--- src/rtl/ccff_chain_loader_if.sv ---
// ccff_chain_loader_if
//   Word handshake between a bitstream source and the chain loader.
//   Parameter: WORD_W  - bitstream word width.
//   Signals:   word_data  - bitstream word
//              word_valid - word_data is valid
//              word_ready - loader accepts word_data this cycle
//   Modports:  master (bitstream source), slave (chain loader)
interface ccff_chain_loader_if #(
  parameter int WORD_W = 8
);
  logic [WORD_W-1:0] word_data;
  logic              word_valid;
  logic              word_ready;

  modport master (output word_data, output word_valid, input word_ready);
  modport slave  (input word_data, input word_valid, output word_ready);
endinterface

--- src/rtl/ccff_chain_loader.sv ---
// ccff_chain_loader
//   Bit-serial driver for a logic tile's configuration chain. Accepts
//   bitstream words, serialises them MSB-first onto ccff_head and asserts
//   ccff_shift_en for exactly CHAIN_LEN bits, then pulses done.
//   Optional macro CCFF_READBACK_EN adds readback_crc, a CRC-16-CCITT
//   signature of the bits returning on ccff_tail.
// Ports:
//   prog_clk, prog_reset   - clock, async active-low reset
//   start, abort           - begin a load / cancel an in-progress load
//   word_if (slave)        - word_data / word_valid / word_ready handshake
//   ccff_head, ccff_shift_en, ccff_tail - chain serial in, enable, serial out
//   busy, done, underrun   - status (underrun is sticky per load)
//   readback_crc[15:0]     - only with CCFF_READBACK_EN
module ccff_chain_loader #(
  parameter int  WORD_W    = 8,
  parameter int  CHAIN_LEN = 20,
  localparam int CNT_W     = $clog2(CHAIN_LEN + 1)
) (
  input  logic               prog_clk,
  input  logic               prog_reset,
  input  logic               start,
  input  logic               abort,
  ccff_chain_loader_if.slave word_if,
  output logic               ccff_head,
  output logic               ccff_shift_en,
  input  logic               ccff_tail,
  output logic               busy,
  output logic               done,
  output logic               underrun
`ifdef CCFF_READBACK_EN
  ,
  output logic [15:0]        readback_crc
`endif
);

  localparam int SC_W = $clog2(WORD_W + 1);
  localparam logic [SC_W-1:0]  SC_ZERO  = SC_W'(0);
  localparam logic [SC_W-1:0]  SC_ONE   = SC_W'(1);
  localparam logic [SC_W-1:0]  SC_FULL  = SC_W'(WORD_W);
  localparam logic [CNT_W-1:0] CNT_ZERO = CNT_W'(0);
  localparam logic [CNT_W-1:0] CNT_ONE  = CNT_W'(1);
  localparam logic [CNT_W-1:0] CNT_MAX  = CNT_W'(CHAIN_LEN);

  typedef enum logic [1:0] {
    ST_IDLE  = 2'd0,
    ST_LOAD  = 2'd1,
    ST_SHIFT = 2'd2,
    ST_DONE  = 2'd3
  } state_t;

  state_t            state_r, state_s;
  logic [WORD_W-1:0] sr_r, sr_s, hr_r, hr_s;
  logic [SC_W-1:0]   sr_cnt_r, sr_cnt_s;
  logic              hr_full_r, hr_full_s;
  logic [CNT_W-1:0]  bit_cnt_r, bit_cnt_s;
  logic              head_r, head_s, en_r, en_s;
  logic              busy_r, busy_s, done_r, done_s;
  logic              underrun_r, underrun_s;
  logic              word_ready_s, accept_s, sr_empty_s, chain_full_s;
  logic              shift_s, sr_drain_s, start_acc_s;

  assign word_ready_s       = busy_r & ~hr_full_r & ~abort;
  assign word_if.word_ready = word_ready_s;
  assign accept_s           = word_if.word_valid & word_ready_s;
  assign sr_empty_s         = (sr_cnt_r == SC_ZERO);
  assign chain_full_s       = (bit_cnt_r == CNT_MAX);
  assign start_acc_s        = (state_r == ST_IDLE) & start & ~abort;
  // A bit leaves SR only while the chain still needs bits; abort suppresses it.
  assign shift_s            = (state_r == ST_SHIFT) & ~sr_empty_s & ~chain_full_s & ~abort;
  // SR is free for a new word if already empty or its last bit goes out now.
  assign sr_drain_s         = sr_empty_s | (shift_s & (sr_cnt_r == SC_ONE));

  // State register.
  always_ff @(posedge prog_clk or negedge prog_reset) begin
    if (!prog_reset) begin
      state_r <= ST_IDLE;
    end else begin
      state_r <= state_s;
    end
  end

  // Next-state logic.
  always_comb begin
    state_s = state_r;
    case (state_r)
      ST_IDLE: begin
        if (start_acc_s) state_s = ST_LOAD;
        else             state_s = ST_IDLE;
      end
      ST_LOAD: begin
        if (abort)                      state_s = ST_IDLE;
        else if (~sr_empty_s | accept_s) state_s = ST_SHIFT;
        else                            state_s = ST_LOAD;
      end
      ST_SHIFT: begin
        if (abort)             state_s = ST_IDLE;
        else if (chain_full_s) state_s = ST_DONE;
        else                   state_s = ST_SHIFT;
      end
      ST_DONE: state_s = ST_IDLE;
      default: state_s = ST_IDLE;
    endcase
  end

  // Output and datapath next values; all outputs leave through registers.
  always_comb begin
    head_s     = head_r;
    en_s       = 1'b0;
    busy_s     = (state_s == ST_LOAD) | (state_s == ST_SHIFT);
    done_s     = (state_s == ST_DONE);
    underrun_s = underrun_r;
    bit_cnt_s  = bit_cnt_r;
    sr_s       = sr_r;
    sr_cnt_s   = sr_cnt_r;
    hr_s       = hr_r;
    hr_full_s  = hr_full_r;

    if (start_acc_s) begin
      bit_cnt_s  = CNT_ZERO;
      underrun_s = 1'b0;
    end else if (shift_s) begin
      head_s    = sr_r[WORD_W-1];
      en_s      = 1'b1;
      bit_cnt_s = bit_cnt_r + CNT_ONE;
    end else if ((state_r == ST_SHIFT) && sr_empty_s && !chain_full_s) begin
      underrun_s = 1'b1;
    end else begin
      underrun_s = underrun_r;
    end

    // Leaving the active states discards whatever is still buffered.
    if ((state_s == ST_IDLE) || (state_s == ST_DONE)) begin
      sr_s      = {WORD_W{1'b0}};
      sr_cnt_s  = SC_ZERO;
      hr_s      = {WORD_W{1'b0}};
      hr_full_s = 1'b0;
    end else begin
      if (shift_s) begin
        sr_s     = {sr_r[WORD_W-2:0], 1'b0};
        sr_cnt_s = sr_cnt_r - SC_ONE;
      end else begin
        sr_s     = sr_r;
        sr_cnt_s = sr_cnt_r;
      end
      if (sr_drain_s && hr_full_r) begin
        sr_s      = hr_r;
        sr_cnt_s  = SC_FULL;
        hr_full_s = 1'b0;
      end else if (accept_s && sr_drain_s) begin
        sr_s     = word_if.word_data;
        sr_cnt_s = SC_FULL;
      end else if (accept_s) begin
        hr_s      = word_if.word_data;
        hr_full_s = 1'b1;
      end else begin
        hr_full_s = hr_full_r;
      end
    end
  end

  // Datapath and output registers.
  always_ff @(posedge prog_clk or negedge prog_reset) begin
    if (!prog_reset) begin
      head_r     <= 1'b0;
      en_r       <= 1'b0;
      busy_r     <= 1'b0;
      done_r     <= 1'b0;
      underrun_r <= 1'b0;
      bit_cnt_r  <= CNT_ZERO;
      sr_r       <= {WORD_W{1'b0}};
      sr_cnt_r   <= SC_ZERO;
      hr_r       <= {WORD_W{1'b0}};
      hr_full_r  <= 1'b0;
    end else begin
      head_r     <= head_s;
      en_r       <= en_s;
      busy_r     <= busy_s;
      done_r     <= done_s;
      underrun_r <= underrun_s;
      bit_cnt_r  <= bit_cnt_s;
      sr_r       <= sr_s;
      sr_cnt_r   <= sr_cnt_s;
      hr_r       <= hr_s;
      hr_full_r  <= hr_full_s;
    end
  end

  assign ccff_head     = head_r;
  assign ccff_shift_en = en_r;
  assign busy          = busy_r;
  assign done          = done_r;
  assign underrun      = underrun_r;

`ifdef CCFF_READBACK_EN
  // One MSB-first CRC-16-CCITT step (poly 0x1021).
  function automatic logic [15:0] crc16_step(input logic [15:0] crc, input logic bit_in);
    logic fb;
    fb = crc[15] ^ bit_in;
    return {crc[14:0], 1'b0} ^ (fb ? 16'h1021 : 16'h0000);
  endfunction

  logic [15:0] crc_r;

  // Signature of bits leaving the chain tail; frozen outside shift cycles.
  always_ff @(posedge prog_clk or negedge prog_reset) begin
    if (!prog_reset) begin
      crc_r <= 16'hFFFF;
    end else if (start_acc_s) begin
      crc_r <= 16'hFFFF;
    end else if (en_r) begin
      crc_r <= crc16_step(crc_r, ccff_tail);
    end else begin
      crc_r <= crc_r;
    end
  end

  assign readback_crc = crc_r;
`else
  logic unused_tail_s;
  assign unused_tail_s = ccff_tail;
`endif

endmodule

--- src/flat_wrapper.sv ---
// flat-port wrapper written by rule: the top's interface ports become plain ports
module ccff_chain_loader_flat 
#(
  parameter int  WORD_W    = 8,
  parameter int  CHAIN_LEN = 20,
  localparam int CNT_W     = $clog2(CHAIN_LEN + 1)
)
  (prog_clk, prog_reset, start, abort, ccff_head, ccff_shift_en, ccff_tail, busy, done, underrun, word_if_word_data, word_if_word_valid, word_if_word_ready);
  ccff_chain_loader_if #(.WORD_W(WORD_W)) word_if_i ();
  input  logic prog_clk;
  input  logic prog_reset;
  input  logic start;
  input  logic abort;
  output logic ccff_head;
  output logic ccff_shift_en;
  input  logic ccff_tail;
  output logic busy;
  output logic done;
  output logic underrun;
  input wire logic [$bits(word_if_i.word_data)-1:0] word_if_word_data;
  input wire logic [$bits(word_if_i.word_valid)-1:0] word_if_word_valid;
  output wire logic [$bits(word_if_i.word_ready)-1:0] word_if_word_ready;
  assign word_if_i.word_data = word_if_word_data;
  assign word_if_i.word_valid = word_if_word_valid;
  assign word_if_word_ready = word_if_i.word_ready;
  ccff_chain_loader #(.WORD_W(WORD_W), .CHAIN_LEN(CHAIN_LEN)) u_core (.prog_clk(prog_clk), .prog_reset(prog_reset), .start(start), .abort(abort), .word_if(word_if_i), .ccff_head(ccff_head), .ccff_shift_en(ccff_shift_en), .ccff_tail(ccff_tail), .busy(busy), .done(done), .underrun(underrun));
endmodule
--- config.mk ---
export PLATFORM = sky130hd
export DESIGN_NAME = ccff_chain_loader_flat
export DESIGN_NICKNAME = d
export VERILOG_FILES = /design/src/rtl/ccff_chain_loader_if.sv /design/src/rtl/ccff_chain_loader.sv /design/src/flat_wrapper.sv
export SDC_FILE = /design/constraint.sdc
export NUM_CORES = 1
export LEC_CHECK = 0
export ABC_AREA = 0
export CAP_MARGIN = 25
export CORE_AREA = 2 2 65 67
export DETAILED_ROUTE_END_ITERATION = 10
export DIE_AREA = 0 0 67 69
export GPL_TIMING_DRIVEN = 0
export PLACE_DENSITY_LB_ADDON = 0.3
export SLEW_MARGIN = 20
export SYNTH_ARGS = -nofsm -noshare
export SYNTH_HDL_FRONTEND = slang
export SYNTH_SLANG_ARGS = --single-unit
export TNS_END_PERCENT = 20
--- constraint.sdc ---
create_clock -name prog_clk -period 5.95 [get_ports prog_clk]
set_clock_uncertainty 0.2 [all_clocks]
set_input_delay 1.4875 -clock prog_clk [delete_from_list [all_inputs] [get_ports prog_clk]]
set_output_delay 1.4875 -clock prog_clk [all_outputs]
set_load 0.02 [all_outputs]
; ---- Word-level counts from Yosys, hierarchy flattened
; Cells that the tools add are included.
[op_classes]
magnitude_cmp = 0
mul = 0
eq_ne = 12
n_bitwise = 17
n_reduce_logical = 18
addsub = 2
mux = 29
n_shift = 0
div = 0
[ops]
columns = operator, count
row1 = two-way mux 8 bit, 8
row2 = two-way mux 4 bit, 4
row3 = two-way mux 1 bit, 11
row4 = two-way mux 5 bit, 2
row5 = bitwise AND 1 bit, 9
row6 = == test 2 bit (second input constant), 4
row7 = one-hot mux 2 bit (4 select lines), 1
row8 = two-way mux 2 bit, 3
row9 = AND reduction 2 bit, 3
row10 = nonzero test 2 bit, 3
row11 = adder 5 x 1 -> 5 bit (second input constant), 1
row12 = == test 5 bit (second input constant), 1
row13 = NOT 1 bit, 5
row14 = == test 2 x 1 -> 1 bit (second input constant), 2
row15 = == test 4 x 1 -> 1 bit (second input constant), 1
row16 = logical AND 1 bit, 4
row17 = zero test 2 bit, 2
row18 = zero test 4 bit, 1
row19 = inequality test 2 x 1 -> 1 bit (second input constant), 2
row20 = nonzero test 4 bit, 1
row21 = subtractor 4 x 1 -> 4 bit (second input constant), 1
row22 = inequality test 3 x 1 -> 1 bit (second input constant), 1
row23 = bitwise OR 1 bit, 3
row24 = AND reduction 3 bit, 1
row25 = 4 further kinds, 4
[totals]
register_bits = 33
rom_bits = 0
word_cells = 89
output_inout_bits = 6
input_bits = 14
n_memories = 0
latchBits = 0
mem_bits_rw = 0

; ---- Depth between registers and ports, before layout
[logic_depth]
ltp_word = 12
mapped_depth = 12
ltp_nobuf = 9

; ---- Worst setup path after synthesis
; No wires, ideal clock.
[synth_path]
path_kind = in2out
start = input port abort
end = output port word_if_word_ready
arrival_ns = 2.182
stages = 2
path_slack_ns = 2.081
cell_sequence = buf_2 nor3b_1
[synth_between]
elab_chain_len = 2
[synth_lines]
columns = element, line_no
row1 = "start, declared", flat_wrapper.sv:13  ; input logic abort;
row2 = NOT 1 bit, ccff_chain_loader.sv:62  ; assign word_ready_s = busy_r & ~hr_full_r & ~abort;
row3 = bitwise AND 1 bit, ccff_chain_loader.sv:62
row4 = "end, declared", flat_wrapper.sv:22  ; output wire logic [$bits(word_if_i.word_ready)-1:0] word_if_word_ready;
; Every way passes these cells.

; ---- Worst setup path after layout
; Ends and elaborated chain as after synthesis.

==> flow_metrics.tcl <==
set metrics [dict create \
    outcome "finished clean" \
    fin_nets 233 \
    flow.area_growth_from_synthesis_pct 18.2 \
    netlist_instances 189 \
    pin_count_of_the_biggest_net_entering_global_routing 19 \
    cts_hold_repair.buffers 0 \
    met2WireLength_um 1900 \
    whs_endpoint "u_core.ccff_head" \
    timing.hold.worst.class "reg -> reg" \
    r2r-start "u_core.sr_cnt_r[0]" \
    fp.dieH_um 69 \
    cts.path.max_buffers 2 \
    relSlewSlack_pct 37.6 \
    flip_flop_cell_with_the_highest_count_after_synthesis "dfrtp_1" \
    grt_setup_unrepaired "no" \
    drc 0 \
    numPlacedInstances 257 \
    yosysWarnings 0 \
    postLayoutCoreUtil_pct 56.8 \
    vias_in_the_first_global_route 1529 \
    post_detailed_route_count_of_antenna_violating_nets 0 \
    syn_avg_cell_area_sq_um 9.95 \
    drt-initial-drc-count 85 \
    max-vdd-ir-drop_mv 0.123 \
    reg2reg_to "u_core.hr_full_r" \
    detailroute.via_count 1513 \
    dr.pass1.iters 4 \
    mappedNetlistNets 208 \
    num_antenna_cells 0 \
    antenna_violations_before_repair 0 \
    post_cts_resized 0 \
    finalCriticalPeriod_ps 4150 \
    die-width_um 67 \
    cts.clk_slew.worst_paths_ps 60 \
    critical-path-max-stage-delay_ps 630 \
    max_cap_violations 0 \
    p_leak_nw 0.904 \
    core_region_area_sq_um 3910 \
    worstSetupEndpointType "output port" \
    reg2reg_depth 12 \
    worst-setup-path-type "in -> out" \
    worstSkewPairLatency_ps 280 \
    clock-sinks 33 \
    h-tree-depth 2 \
    routedLengthMet1_um 1930 \
    setup.reg_to_reg.worst_slack_ps 2710 \
    synth.ff_latch_count 33 \
    drt-vias-per-instance 5.73 \
    global_route_congestion_overflow_total 0 \
    final_max_slew_viol_count 0 \
    clock_tree.root_cell "clkbuf_8" \
    cts_tree "done" \
    synth.cell_area_sq_um 1880 \
    seq_area_frac_synth_pct 43.9 \
    startpoint "abort" \
    timing.critical_path.slowest_stage_cell "clkdlybuf4s50_1" \
    synthDistinctLibCells 49 \
    starting_density_of_the_core_pct 48.0 \
    route.met3.wl_um 154 \
    synth_async_sr_flop_share_pct 100 \
    max_clock_freq_ghz 0.241 \
    post-cts-setup-buffer-count 0 \
    num_rows 23 \
    report.final.hold_viol_count 0 \
    critical_path_rt_ps 4260 \
    fin_cells 264 \
    pwr_density_cell_nw_per_um2 204 \
    port-buffer-count 17 \
    worst_slew_pin_slew_ps 922 \
    top_layer "met4" \
    cp_cell_sequence "buf_2 > nor3b_1 > clkdlybuf4s50_1" \
    timing.final.setup_violations 0 \
    grt_use_total_pct 19.9 \
    worst_ep_arrival_time_ps 2460 \
    tritoncts.num_buffers 5 \
    min_path_cells 2 \
    design.die.area_sq_um 4620 \
    num-fill-cells 385 \
    boundaryPins 20 \
    hp-start "u_core.sr_r[7]" \
    drt-wirelength-per-cell_um 15.2 \
    totalNegativeSetupSlack_ps 0 \
    layout-drive-gt1-share_pct 9.35 \
    post-dp-hpwl_um 2870 \
    wl_um 4030 \
    startpoint_type "input port" \
    synth-edff-count 0 \
    globalplace.congestion 0.764 \
    path_max_fanout 8 \
    grt_first_pass_wirelength_um 7080 \
    period_share_pct 69.7 \
]
-- metrics by stage --
step           setup slack (ps)  area (sq um)  total power (W)  hold WS (ps)
6_report                   1800          2220         0.000454           272
5_1_grt                    1740          2220         0.000475           297
4_1_cts                    1790          2220         0.000459           282
3_5_place_dp               1710          2140         0.000289           266
3_3_place_gp               1710          2110         0.000286           257
2_1_floorplan              2080          1880         0.000262           239
-- layout make-up --
class,instances,area (sq um),area share [%]
Timing Repair Buffer,18,193,8.67
Clock buffer,7,86.3,3.89
Multi-Input combinational cell,138,980,44.1
Sequential cell,33,826,37.2
Tap cell,50,62.6,2.82
Inverter,6,22.5,1.01
Buffer,12,52.6,2.36
-- critical path, delay by kind of cell --
family / cells / cell delay (ps)
AND/OR/NAND/NOR: 1 / 190
buffers and inverters: 2 / 780
-- flip-flops by register name, indices dropped and copies added (netlist names) --
signal and cells:
u_core.ccff_shift_en 1, u_core.hr_full_r 1, u_core.bit_cnt_r 5, u_core.busy 1, u_core.ccff_head 1, u_core.state_r 2
u_core.underrun 1, u_core.hr_r 8, u_core.sr_r 8, u_core.sr_cnt_r 4, u_core.done 1
-- cell usage after synthesis, drive strengths merged (3+ instances only) --
cell type / n / share of area, %
a21oi: 13 / 4.3
a32o: 7 / 3.7
buf: 5 / 1.4
clkbuf: 7 / 1.4
dfrtp: 33 / 44
ha: 5 / 3.3
inv: 5 / 1.0
mux2i: 10 / 5.3
nand2: 25 / 5.0
nand2b: 3 / 1.0
nand3: 4 / 1.3
nand4: 3 / 1.0
nand4b: 8 / 4.1
nor2: 11 / 2.2
nor3b: 3 / 1.8
o21ai: 10 / 2.7
o32ai: 7 / 3.3
xor2: 3 / 1.4
-- report_power, final --
part	leakage [nW]	switching, W	internal [W]
Sequential	0.459	0.00000308	0.000227
Combinational	0.402	0.0000309	0.0000228
Clock	0.0443	0.0000779	0.0000917
Total	0.904	0.000112	0.000342
-- how the worst max path moves through the flow --
stage,endpoint,slack [ps],depth (start not counted)
finish,word_if_word_ready,1800,3
global route,word_if_word_ready,1740,3
CTS,word_if_word_ready,1790,3
detailed placement,u_core.hr_full_r,1710,11
global placement,u_core.hr_full_r,1710,11
floorplan,word_if_word_ready,2080,2
-- layout by cell type, fill, tap and decap left out, types with 3 or more instances in the layout --
| master | netlist | routed |
|---|---|---|
| nor2_1 | 11 | 11 |
| clkbuf_1 | 7 | 8 |
| nand4_1 | 3 | 3 |
| nand2_1 | 25 | 25 |
| xor2_1 | 3 | 3 |
| o32ai_1 | 7 | 7 |
| inv_1 | 5 | 5 |
| nand2b_1 | 3 | 3 |
| mux2i_1 | 10 | 10 |
| dfrtp_1 | 33 | 33 |
| clkbuf_8 | 0 | 6 |
| a32o_1 | 7 | 7 |
| ha_1 | 5 | 5 |
| buf_2 | 3 | 4 |
| o21ai_0 | 8 | 8 |
| nand4b_1 | 7 | 7 |
| nand3_1 | 3 | 3 |
| clkdlybuf4s50_1 | 0 | 16 |
| a21oi_1 | 11 | 11 |
-- layer usage --
layer	track usage, %	vias up
met1	26.9	728
li1	-	749
met3	5.55	6
met4	6.80	0
met2	30.1	30
met5	0	-
-- kinds of logic (layout without fill, tap and decap cells) --
kind of cell	Yosys count	count (layout)	synth area share [%]
xor+xnor	4	4	1.86
fa+ha+maj	5	5	3.33
flops	33	33	43.9
buf+inv	18	43	3.99
simple gates	72	72	23.4
compound gates	47	47	18.2
mux	10	10	5.32
No activity file was read; power rests on OpenSTA's default activity.
